**src/rtl/forwarding_hazard_ctrl.sv**
```systemverilog
// EX-stage operand-forwarding select generation and load-use stall control
// for the pipelined MIPS core, built on a shadow pipeline of EX/MEM/WB fields.
module forwarding_hazard_ctrl #(
    parameter int REG_ADDR_BITS     = 5,
    parameter int LOAD_STALL_CYCLES = 1
) (
    input  logic                     clk,
    input  logic                     reset,
    input  logic                     hold_i,
    input  logic                     flush_i,
    input  logic [REG_ADDR_BITS-1:0] id_rs_i,
    input  logic [REG_ADDR_BITS-1:0] id_rt_i,
    input  logic [REG_ADDR_BITS-1:0] id_dest_i,
    input  logic                     id_regwrite_i,
    input  logic                     id_memread_i,
    output logic                     stall_o,
    output logic                     bubble_o,
    output logic [1:0]               fwd_a_sel_o,
    output logic [1:0]               fwd_b_sel_o
);

    typedef enum logic [0:0] {ST_RUN = 1'b0, ST_STALL = 1'b1} state_e;

    localparam logic [REG_ADDR_BITS-1:0] REG_ZERO = {REG_ADDR_BITS{1'b0}};
    localparam int CNT_INIT_I = (LOAD_STALL_CYCLES > 1) ? (LOAD_STALL_CYCLES - 2) : 0;
    localparam logic [1:0] CNT_INIT = 2'(CNT_INIT_I);

    localparam logic [1:0] SEL_RF  = 2'b00;
    localparam logic [1:0] SEL_WB  = 2'b01;
    localparam logic [1:0] SEL_MEM = 2'b10;

    logic [REG_ADDR_BITS-1:0] ex_rs_q, ex_rs_d, ex_rt_q, ex_rt_d, ex_dest_q, ex_dest_d;
    logic                     ex_regwrite_q, ex_regwrite_d, ex_memread_q, ex_memread_d;
    logic [REG_ADDR_BITS-1:0] mem_dest_q, mem_dest_d, wb_dest_q, wb_dest_d;
    logic                     mem_regwrite_q, mem_regwrite_d, wb_regwrite_q, wb_regwrite_d;
    state_e                   state_q, state_d;
    logic [1:0]               cnt_q, cnt_d;
    logic                     hz_s, stall_s, bubble_s;

    // MEM result has priority over WB because it is the younger producer; $0 never forwards.
    function automatic logic [1:0] fwd_sel(
        input logic [REG_ADDR_BITS-1:0] src,
        input logic                     mem_rw,
        input logic [REG_ADDR_BITS-1:0] mem_dest,
        input logic                     wb_rw,
        input logic [REG_ADDR_BITS-1:0] wb_dest
    );
        logic [1:0] sel;
        sel = SEL_RF;
        if (mem_rw && (mem_dest != REG_ZERO) && (mem_dest == src)) begin
            sel = SEL_MEM;
        end else if (wb_rw && (wb_dest != REG_ZERO) && (wb_dest == src)) begin
            sel = SEL_WB;
        end else begin
            sel = SEL_RF;
        end
        return sel;
    endfunction

    // Operand selects and stall/bubble decode.
    always_comb begin
        fwd_a_sel_o = fwd_sel(ex_rs_q, mem_regwrite_q, mem_dest_q, wb_regwrite_q, wb_dest_q);
        fwd_b_sel_o = fwd_sel(ex_rt_q, mem_regwrite_q, mem_dest_q, wb_regwrite_q, wb_dest_q);
        hz_s = ex_memread_q && (ex_dest_q != REG_ZERO) &&
               ((ex_dest_q == id_rs_i) || (ex_dest_q == id_rt_i));
        stall_s  = 1'b0;
        bubble_s = 1'b0;
        case (state_q)
            ST_RUN: begin
                stall_s  = hz_s && !flush_i;
                bubble_s = stall_s || flush_i;
            end
            ST_STALL: begin
                stall_s  = !flush_i;
                bubble_s = 1'b1;
            end
            default: begin
                stall_s  = 1'b0;
                bubble_s = 1'b1;
            end
        endcase
        stall_o  = stall_s;
        bubble_o = bubble_s;
    end

    // Shadow pipeline advance and stall FSM next state; hold_i freezes everything.
    always_comb begin
        ex_rs_d        = ex_rs_q;
        ex_rt_d        = ex_rt_q;
        ex_dest_d      = ex_dest_q;
        ex_regwrite_d  = ex_regwrite_q;
        ex_memread_d   = ex_memread_q;
        mem_dest_d     = mem_dest_q;
        mem_regwrite_d = mem_regwrite_q;
        wb_dest_d      = wb_dest_q;
        wb_regwrite_d  = wb_regwrite_q;
        state_d        = state_q;
        cnt_d          = cnt_q;
        if (!hold_i) begin
            wb_dest_d      = mem_dest_q;
            wb_regwrite_d  = mem_regwrite_q;
            mem_dest_d     = ex_dest_q;
            mem_regwrite_d = ex_regwrite_q;
            if (bubble_s) begin
                ex_rs_d       = REG_ZERO;
                ex_rt_d       = REG_ZERO;
                ex_dest_d     = REG_ZERO;
                ex_regwrite_d = 1'b0;
                ex_memread_d  = 1'b0;
            end else begin
                ex_rs_d       = id_rs_i;
                ex_rt_d       = id_rt_i;
                ex_dest_d     = id_dest_i;
                ex_regwrite_d = id_regwrite_i;
                ex_memread_d  = id_memread_i;
            end
            case (state_q)
                ST_RUN: begin
                    if (stall_s && (LOAD_STALL_CYCLES > 1)) begin
                        state_d = ST_STALL;
                        cnt_d   = CNT_INIT;
                    end else begin
                        state_d = ST_RUN;
                    end
                end
                ST_STALL: begin
                    if (flush_i || (cnt_q == 2'd0)) begin
                        state_d = ST_RUN;
                    end else begin
                        cnt_d = cnt_q - 2'd1;
                    end
                end
                default: begin
                    state_d = ST_RUN;
                    cnt_d   = 2'd0;
                end
            endcase
        end else begin
            state_d = state_q;
        end
    end

    // State registers with synchronous reset.
    always_ff @(posedge clk) begin
        if (reset) begin
            ex_rs_q        <= REG_ZERO;
            ex_rt_q        <= REG_ZERO;
            ex_dest_q      <= REG_ZERO;
            ex_regwrite_q  <= 1'b0;
            ex_memread_q   <= 1'b0;
            mem_dest_q     <= REG_ZERO;
            mem_regwrite_q <= 1'b0;
            wb_dest_q      <= REG_ZERO;
            wb_regwrite_q  <= 1'b0;
            state_q        <= ST_RUN;
            cnt_q          <= 2'd0;
        end else begin
            ex_rs_q        <= ex_rs_d;
            ex_rt_q        <= ex_rt_d;
            ex_dest_q      <= ex_dest_d;
            ex_regwrite_q  <= ex_regwrite_d;
            ex_memread_q   <= ex_memread_d;
            mem_dest_q     <= mem_dest_d;
            mem_regwrite_q <= mem_regwrite_d;
            wb_dest_q      <= wb_dest_d;
            wb_regwrite_q  <= wb_regwrite_d;
            state_q        <= state_d;
            cnt_q          <= cnt_d;
        end
    end

endmodule

```
**config.mk**
```make
export PLATFORM = sky130hd
export DESIGN_NAME = forwarding_hazard_ctrl
export DESIGN_NICKNAME = d
export VERILOG_FILES = /design/src/rtl/forwarding_hazard_ctrl.sv
export SDC_FILE = /design/constraint.sdc
export NUM_CORES = 1
export LEC_CHECK = 0
export BUFFER_PORTS_ARGS = -buffer_cell sky130_fd_sc_hd__buf_2
export CELL_PAD_IN_SITES_DETAIL_PLACEMENT = 1
export CELL_PAD_IN_SITES_GLOBAL_PLACEMENT = 1
export CORE_MARGIN = 3
export CORE_UTILIZATION = 39
export CTS_BUF_LIST = sky130_fd_sc_hd__clkbuf_16
export DETAILED_ROUTE_END_ITERATION = 16
export GPL_TIMING_DRIVEN = 1
export HOLD_SLACK_MARGIN = 0.03
export PLACE_DENSITY_LB_ADDON = 0.1
export SETUP_SLACK_MARGIN = 0.3
export SKIP_CTS_REPAIR_TIMING = 1
export SYNTH_ARGS = -nofsm -noshare
export SYNTH_HDL_FRONTEND = slang
export SYNTH_SLANG_ARGS = --single-unit
```
**constraint.sdc**
```tcl
create_clock -name clk -period 1.4 [get_ports clk]
set_input_delay 0.14 -clock clk [delete_from_list [all_inputs] [get_ports clk]]
set_output_delay 0.14 -clock clk [all_outputs]
set_load 0.1 [all_outputs]
```
==> metrics.yaml, run 1 <==
pre_cts_ws_ps: -484
cts_root_buffer: "clkbuf_16"
hp-class: "primary input to flip-flop"
diodes: 0
ff_latch_area_sq_um: 672
yosysWarningCount: 0
reg2reg_slack_ps: -350
finalHoldViolations: 0
gp_congestion: 0.799
die-area_sq_um: 5290
antenna_found_initial: 0
wl_per_cell_um: 19.7
io_pins: 27
fin_nets: 266
via_count: 1586
grt_pass1_wl_um: 8510
avgSynthCellArea_sq_um: 9.54
cts_buffers: 5
skew_ps: 4.72
design_area_sq_um: 2690
htreeDepth: 2
grt.overflow.total: 0
drc: 0
yosysTopAreaCell: "dfxtp_1"
power_density_nw_per_um2: 950
crit_arrival_ps: 1980
drive_above_1_share_pct: 60.0
clkLatencyLatePin_ps: 280
crit_fanout: 2
dieHeight_um: 72.7
rsz0062_at_grt: "true"
drtAntennaViolNets: 0
placed_area_sq_um: 2320
syn-num-nets: 204
drv_slew: 0
ys_seq_area_share_pct: 36.9
ir_drop_v: 0.000634
synthCells: 182
drtPass1Iterations: 4
n_fill_cell: 452
rows: 23
cts_tree: "built"
drt_iter0_drc: 51
multiInputGateArea_sq_um: 1230
final-setup-viol-count: 23
synth_top_cells_by_area: "dfxtp_1 37%, xor2_1 12%, or3b_2 8.6%"
syn_area_sq_um: 1740
grt_pass1_vias: 1688
status: "finished with violations"
clkTransAtPathRegs_ps: 60
viasPerCell: 5.38
clockBufferDepth: 2
initial_core_util_pct: 41.9
min_period_ps: 2120
final_core_util_pct: 65.0
relSlewSlack_pct: 58.2
violations: "negative setup slack"
fp.dieW_um: 72.7
cellLeakagePower_nw: 1.17
cp.required_ps: 1260
synth-seq-cells: 32
core_area_sq_um: 4140
synth_top_area_share_pct: 36.9
post-route-period-util_pct: 151
layout_setup_ws_ps: -717
cts_sinks: 32
gr-usage-all-layers_pct: 21.0
io_buffers: 26
path_class: "flip-flop to output port"
fmax_ghz: 0.472
cap_violations: 0
wl_um: 5810
hpwl_um: 3760
endpoint_kind: "output port"
grt_max_degree: 35
tightestPinTransition_ps: 627
startpoint_type: "flip-flop"
synthDistinctLibCells: 28
area_delta_synth_final_pct: 55.1
-- per-layer routing --
| layer | wire [um] | global-route usage (%) | part of all wire [%] | vias up |
|---|---|---|---|---|
| li1 | - | - | - | 760 |
| met1 | 2340 | 24.2 | 40 | 787 |
| met2 | 3160 | 37.9 | 54 | 27 |
| met3 | 174 | 4.27 | 3.0 | 12 |
| met4 | 130 | 7.58 | 2.2 | 0 |
| met5 | 0 | 0 | 0 | - |
-- registers in the layout, indices dropped and copies added, names as in the netlist, 2 cells and up --
name / flops
cnt_q: 2
ex_dest_q: 5
ex_rs_q: 5
ex_rt_q: 5
mem_dest_q: 5
wb_dest_q: 5
-- report_power, final --
group,switching [mW],internal (mW)
registers,0.0312,0.932
clock network,0.400,0.829
logic,0.194,0.173
total,0.625,1.93
-- cells in the mapped netlist (all sizes together) --
library cell	instances
dfxtp	32
xor2	24
nor2	18
nand2	17
o22ai	17
or3b	17
mux2i	12
clkbuf	9
xnor2	7
nor4	5
o21ai	5
or4	5
inv	3
buf	2
nand3	2
nor3	2
a211oi	1
a21oi	1
a22oi	1
ha	1
nor2b	1
-- area by class of cell --
| cell class | instances | area share [%] |
|---|---|---|
| clock buffer | 5 | 4.64 |
| clock inverter | 3 | 1.44 |
| inverter | 3 | 0.418 |
| multi-input combinational | 136 | 45.5 |
| sequential | 32 | 24.9 |
| tap | 50 | 2.32 |
| timing repair buffer | 66 | 20.7 |
-- cell families after synthesis --
| group | count (synthesis) | share of synthesized area, % |
|---|---|---|
| buf+inv | 14 | 3.53 |
| compound gates | 25 | 13.8 |
| xor+xnor | 31 | 15.6 |
| simple gates | 67 | 22.6 |
| fa+ha+maj | 1 | 0.720 |
| flops | 32 | 36.9 |
| mux | 12 | 6.92 |
-- worst max-delay path, cell delays in order, from the launching register on --
cell and delay (ps):
dfxtp_2 320, or4_4 540, o21ai_4 190, nor4_4 90, nor4_4 340, buf_12 220
-- path summary, 6_finish.rpt --
path                  from              to  depth (start not counted)
max          mem_dest_q[4]  fwd_a_sel_o[0]                          5
min           id_dest_i[1]    ex_dest_q[1]                          3
max reg2reg   ex_dest_q[1]    ex_dest_q[2]                          7
min reg2reg  ex_regwrite_q   ex_regwrite_q                          2
-- cells in the final DEF (no fill, tap or decap) --
master      n
buf_6       6
o21ai_4     3
xor2_1     23
mux2i_1    12
a21oi_1     1
xnor2_1     4
dfxtp_4     4
nor4_4      5
clkbuf_16   5
o22ai_2    17
a211oi_2    1
xor2_2      1
bufinv_16   1
ha_4        1
clkinv_2    1
or4_4       3
inv_2       2
inv_1       2
o21ai_1     1
nor2b_4     1
xnor2_2     3
or3b_2     17
dfxtp_2    13
buf_8       2
o21ai_2     1
dfxtp_1    15
nand2_1    17
nor3_1      2
or4_1       2
nand3_2     1
buf_2      20
buf_4      32
nand3_1     1
nor2_1     18
buf_12      6
a22oi_2     1
-- stage by stage --
| stage | power [mW] | std cells | hold slack (ps) | TNS (ps) |
|---|---|---|---|---|
| 5_1_grt | 2.64 | 295 | 257 | -10130 |
| 3_5_place_dp | 1.30 | 280 | 502 | -4990 |
| 4_1_cts | 2.53 | 288 | 236 | -7270 |
| 6_report | 2.56 | 295 | 239 | -8960 |
| 3_3_place_gp | 1.29 | 280 | 485 | -4130 |
| 2_1_floorplan | 1.18 | 182 | 336 | -4210 |
(Power assumes the default switching activity.)
==> run 2, diff against run 1 <==
--- a/config.mk
+++ b/config.mk
@@ -10,13 +10,15 @@
 export CELL_PAD_IN_SITES_GLOBAL_PLACEMENT = 1
 export CORE_MARGIN = 3
 export CORE_UTILIZATION = 39
-export CTS_BUF_LIST = sky130_fd_sc_hd__clkbuf_16
+export CTS_BUF_LIST = sky130_fd_sc_hd__clkbuf_8 sky130_fd_sc_hd__clkbuf_16
+export CTS_CLUSTER_DIAMETER = 30
 export DETAILED_ROUTE_END_ITERATION = 16
 export GPL_TIMING_DRIVEN = 1
 export HOLD_SLACK_MARGIN = 0.03
 export PLACE_DENSITY_LB_ADDON = 0.1
 export SETUP_SLACK_MARGIN = 0.3
 export SKIP_CTS_REPAIR_TIMING = 1
+export SLEW_MARGIN = 15
 export SYNTH_ARGS = -nofsm -noshare
 export SYNTH_HDL_FRONTEND = slang
 export SYNTH_SLANG_ARGS = --single-unit
==> run 2 against run 1 <==
Net effect:
- sequential power about the same
- count of clock-buffer cells in the layout unchanged
- setup slack lost 32 ps
- the run still ends with negative setup slack left
- critical endpoint unchanged
- fmax decreased by 1.5%
- hold slack lost 16 ps
==> metrics.yaml, run 2 (synthesis gave the netlist of run 1 again) <==
drive_above_1_share_pct: 60.7  # +0.73 points
wl_per_cell_um: 19.4  # -1.4%
min_period_ps: 2150  # +32.1 ps
layout_setup_ws_ps: -749  # -32.1 ps
die-area_sq_um: 5290  # unchanged
grt_pass1_wl_um: 8320  # -2.2%
diodes: 0  # unchanged
htreeDepth: 2  # unchanged
rows: 23  # unchanged
drv_slew: 0  # unchanged
startpoint_type: "flip-flop"
drtAntennaViolNets: 0  # unchanged
cts_buffers: 5  # unchanged
skew_ps: 6.44  # +1.72 ps
final_common_cell: "buf_4"
wl_um: 5770  # -0.74%
drt_iter0_drc: 45  # -12%
antenna_found_initial: 0  # unchanged
fin_nets: 268  # +0.75%
status: "finished with violations"
hpwl_um: 3760  # unchanged
tightestPinTransition_ps: 621  # -5.37 ps
gp_congestion: 0.799  # unchanged
finalHoldViolations: 0  # unchanged
cts_sinks: 32  # unchanged
drc: 0  # unchanged
via_count: 1603  # +1.1%
cts_tree: "built"
final_cell_mix: "33 x buf_4, 23 x xor2_1, 20 x buf_2"
clkTransAtPathRegs_ps: 70  # about the same
power_density_nw_per_um2: 832  # -12%
final-setup-viol-count: 23  # unchanged
io_pins: 27  # unchanged
violations: "negative setup slack"
path_class: "flip-flop to output port"
io_buffers: 26  # unchanged
area_delta_synth_final_pct: 53.5
cellLeakagePower_nw: 1.15  # -1.2%
cap_violations: 0  # unchanged
gr-usage-all-layers_pct: 20.5  # -0.49 points
ir_drop_v: 0.000670  # +5.8%
grt_pass1_vias: 1684  # -0.24%
rsz0062_at_grt: "true"
fmax_ghz: 0.465  # -1.5%
dieHeight_um: 72.7  # unchanged
power_mw: 2.22  # -13%
relSlewSlack_pct: 58.6  # +0.36 points
viasPerCell: 5.40  # +0.39%
setup_tns_ps: -8270  # +687 ps
core_area_sq_um: 4140  # unchanged
initial_core_util_pct: 41.9  # unchanged
clkLatencyLatePin_ps: 300  # +20 ps
grt.overflow.total: 0  # unchanged
drtPass1Iterations: 4  # unchanged
cp.required_ps: 1260  # about the same
clockBufferDepth: 2  # unchanged
grt_max_degree: 35  # unchanged
fp.dieW_um: 72.7  # unchanged
hp-class: "primary input to flip-flop"
crit_arrival_ps: 2010  # +30 ps
crit_fanout: 2  # unchanged
cts_root_buffer: "clkbuf_8"
n_fill_cell: 459  # +1.5%
endpoint_kind: "output port"
post-route-period-util_pct: 154  # +2.3 points
==> run 2: layout make-up <==
cell class,instances,area [sq um],area share [%]
Inverter,3,11.3,0.422
Clock inverter,3,38.8,1.45
Timing Repair Buffer,68,577,21.6
Clock buffer,5,68.8,2.58
Sequential cell,32,673,25.2
Tap cell,50,62.6,2.35
Multi-Input combinational cell,136,1230,46.3
==> run 2: report_power, final <==
group	switching [mW]	internal [mW]
sequential	0.0311	0.931
combinational	0.195	0.175
clock	0.365	0.521
==> run 2: per-layer routing <==
| layer | track usage (%) | vias to the layer above | wire length (um) |
|---|---|---|---|
| met3 | 4.82 | 17 | 216 |
| met4 | 8.20 | 0 | 143 |
| li1 | - | 761 | - |
| met2 | 37.2 | 38 | 3180 |
| met1 | 22.8 | 787 | 2220 |
| met5 | 0 | - | 0 |
==> run 2: worst max-delay path, stage by stage, from the launching register on <==
cell,delay (ps)
dfxtp_2,320
or4_4,540
o21ai_4,210
nor4_4,90
nor4_4,340
buf_12,220
==> run 2: final timing paths <==
check	startpoint	to	slack, ps	cells after the start
hold reg to reg	wb_regwrite_q	wb_regwrite_q	500	2
setup / recovery	mem_dest_q[4]	fwd_a_sel_o[0]	-750	5
hold / removal	id_dest_i[1]	ex_dest_q[1]	220	3
setup reg to reg	ex_dest_q[1]	ex_rs_q[3]	-300	7
==> run 2: per-stage QoR <==
step	worst slack (ps)	instance area, sq um	cells	hold slack [ps]	util (%)
final	-749	2670	297	224	64.3
after global routing	-829	2670	297	223	64.3
after CTS	-800	2420	288	218	58.5
after detailed placement	-484	2320	280	502	55.9
after global placement	-400	2320	280	485	55.9
after floorplan	-1020	1840	182	336	-
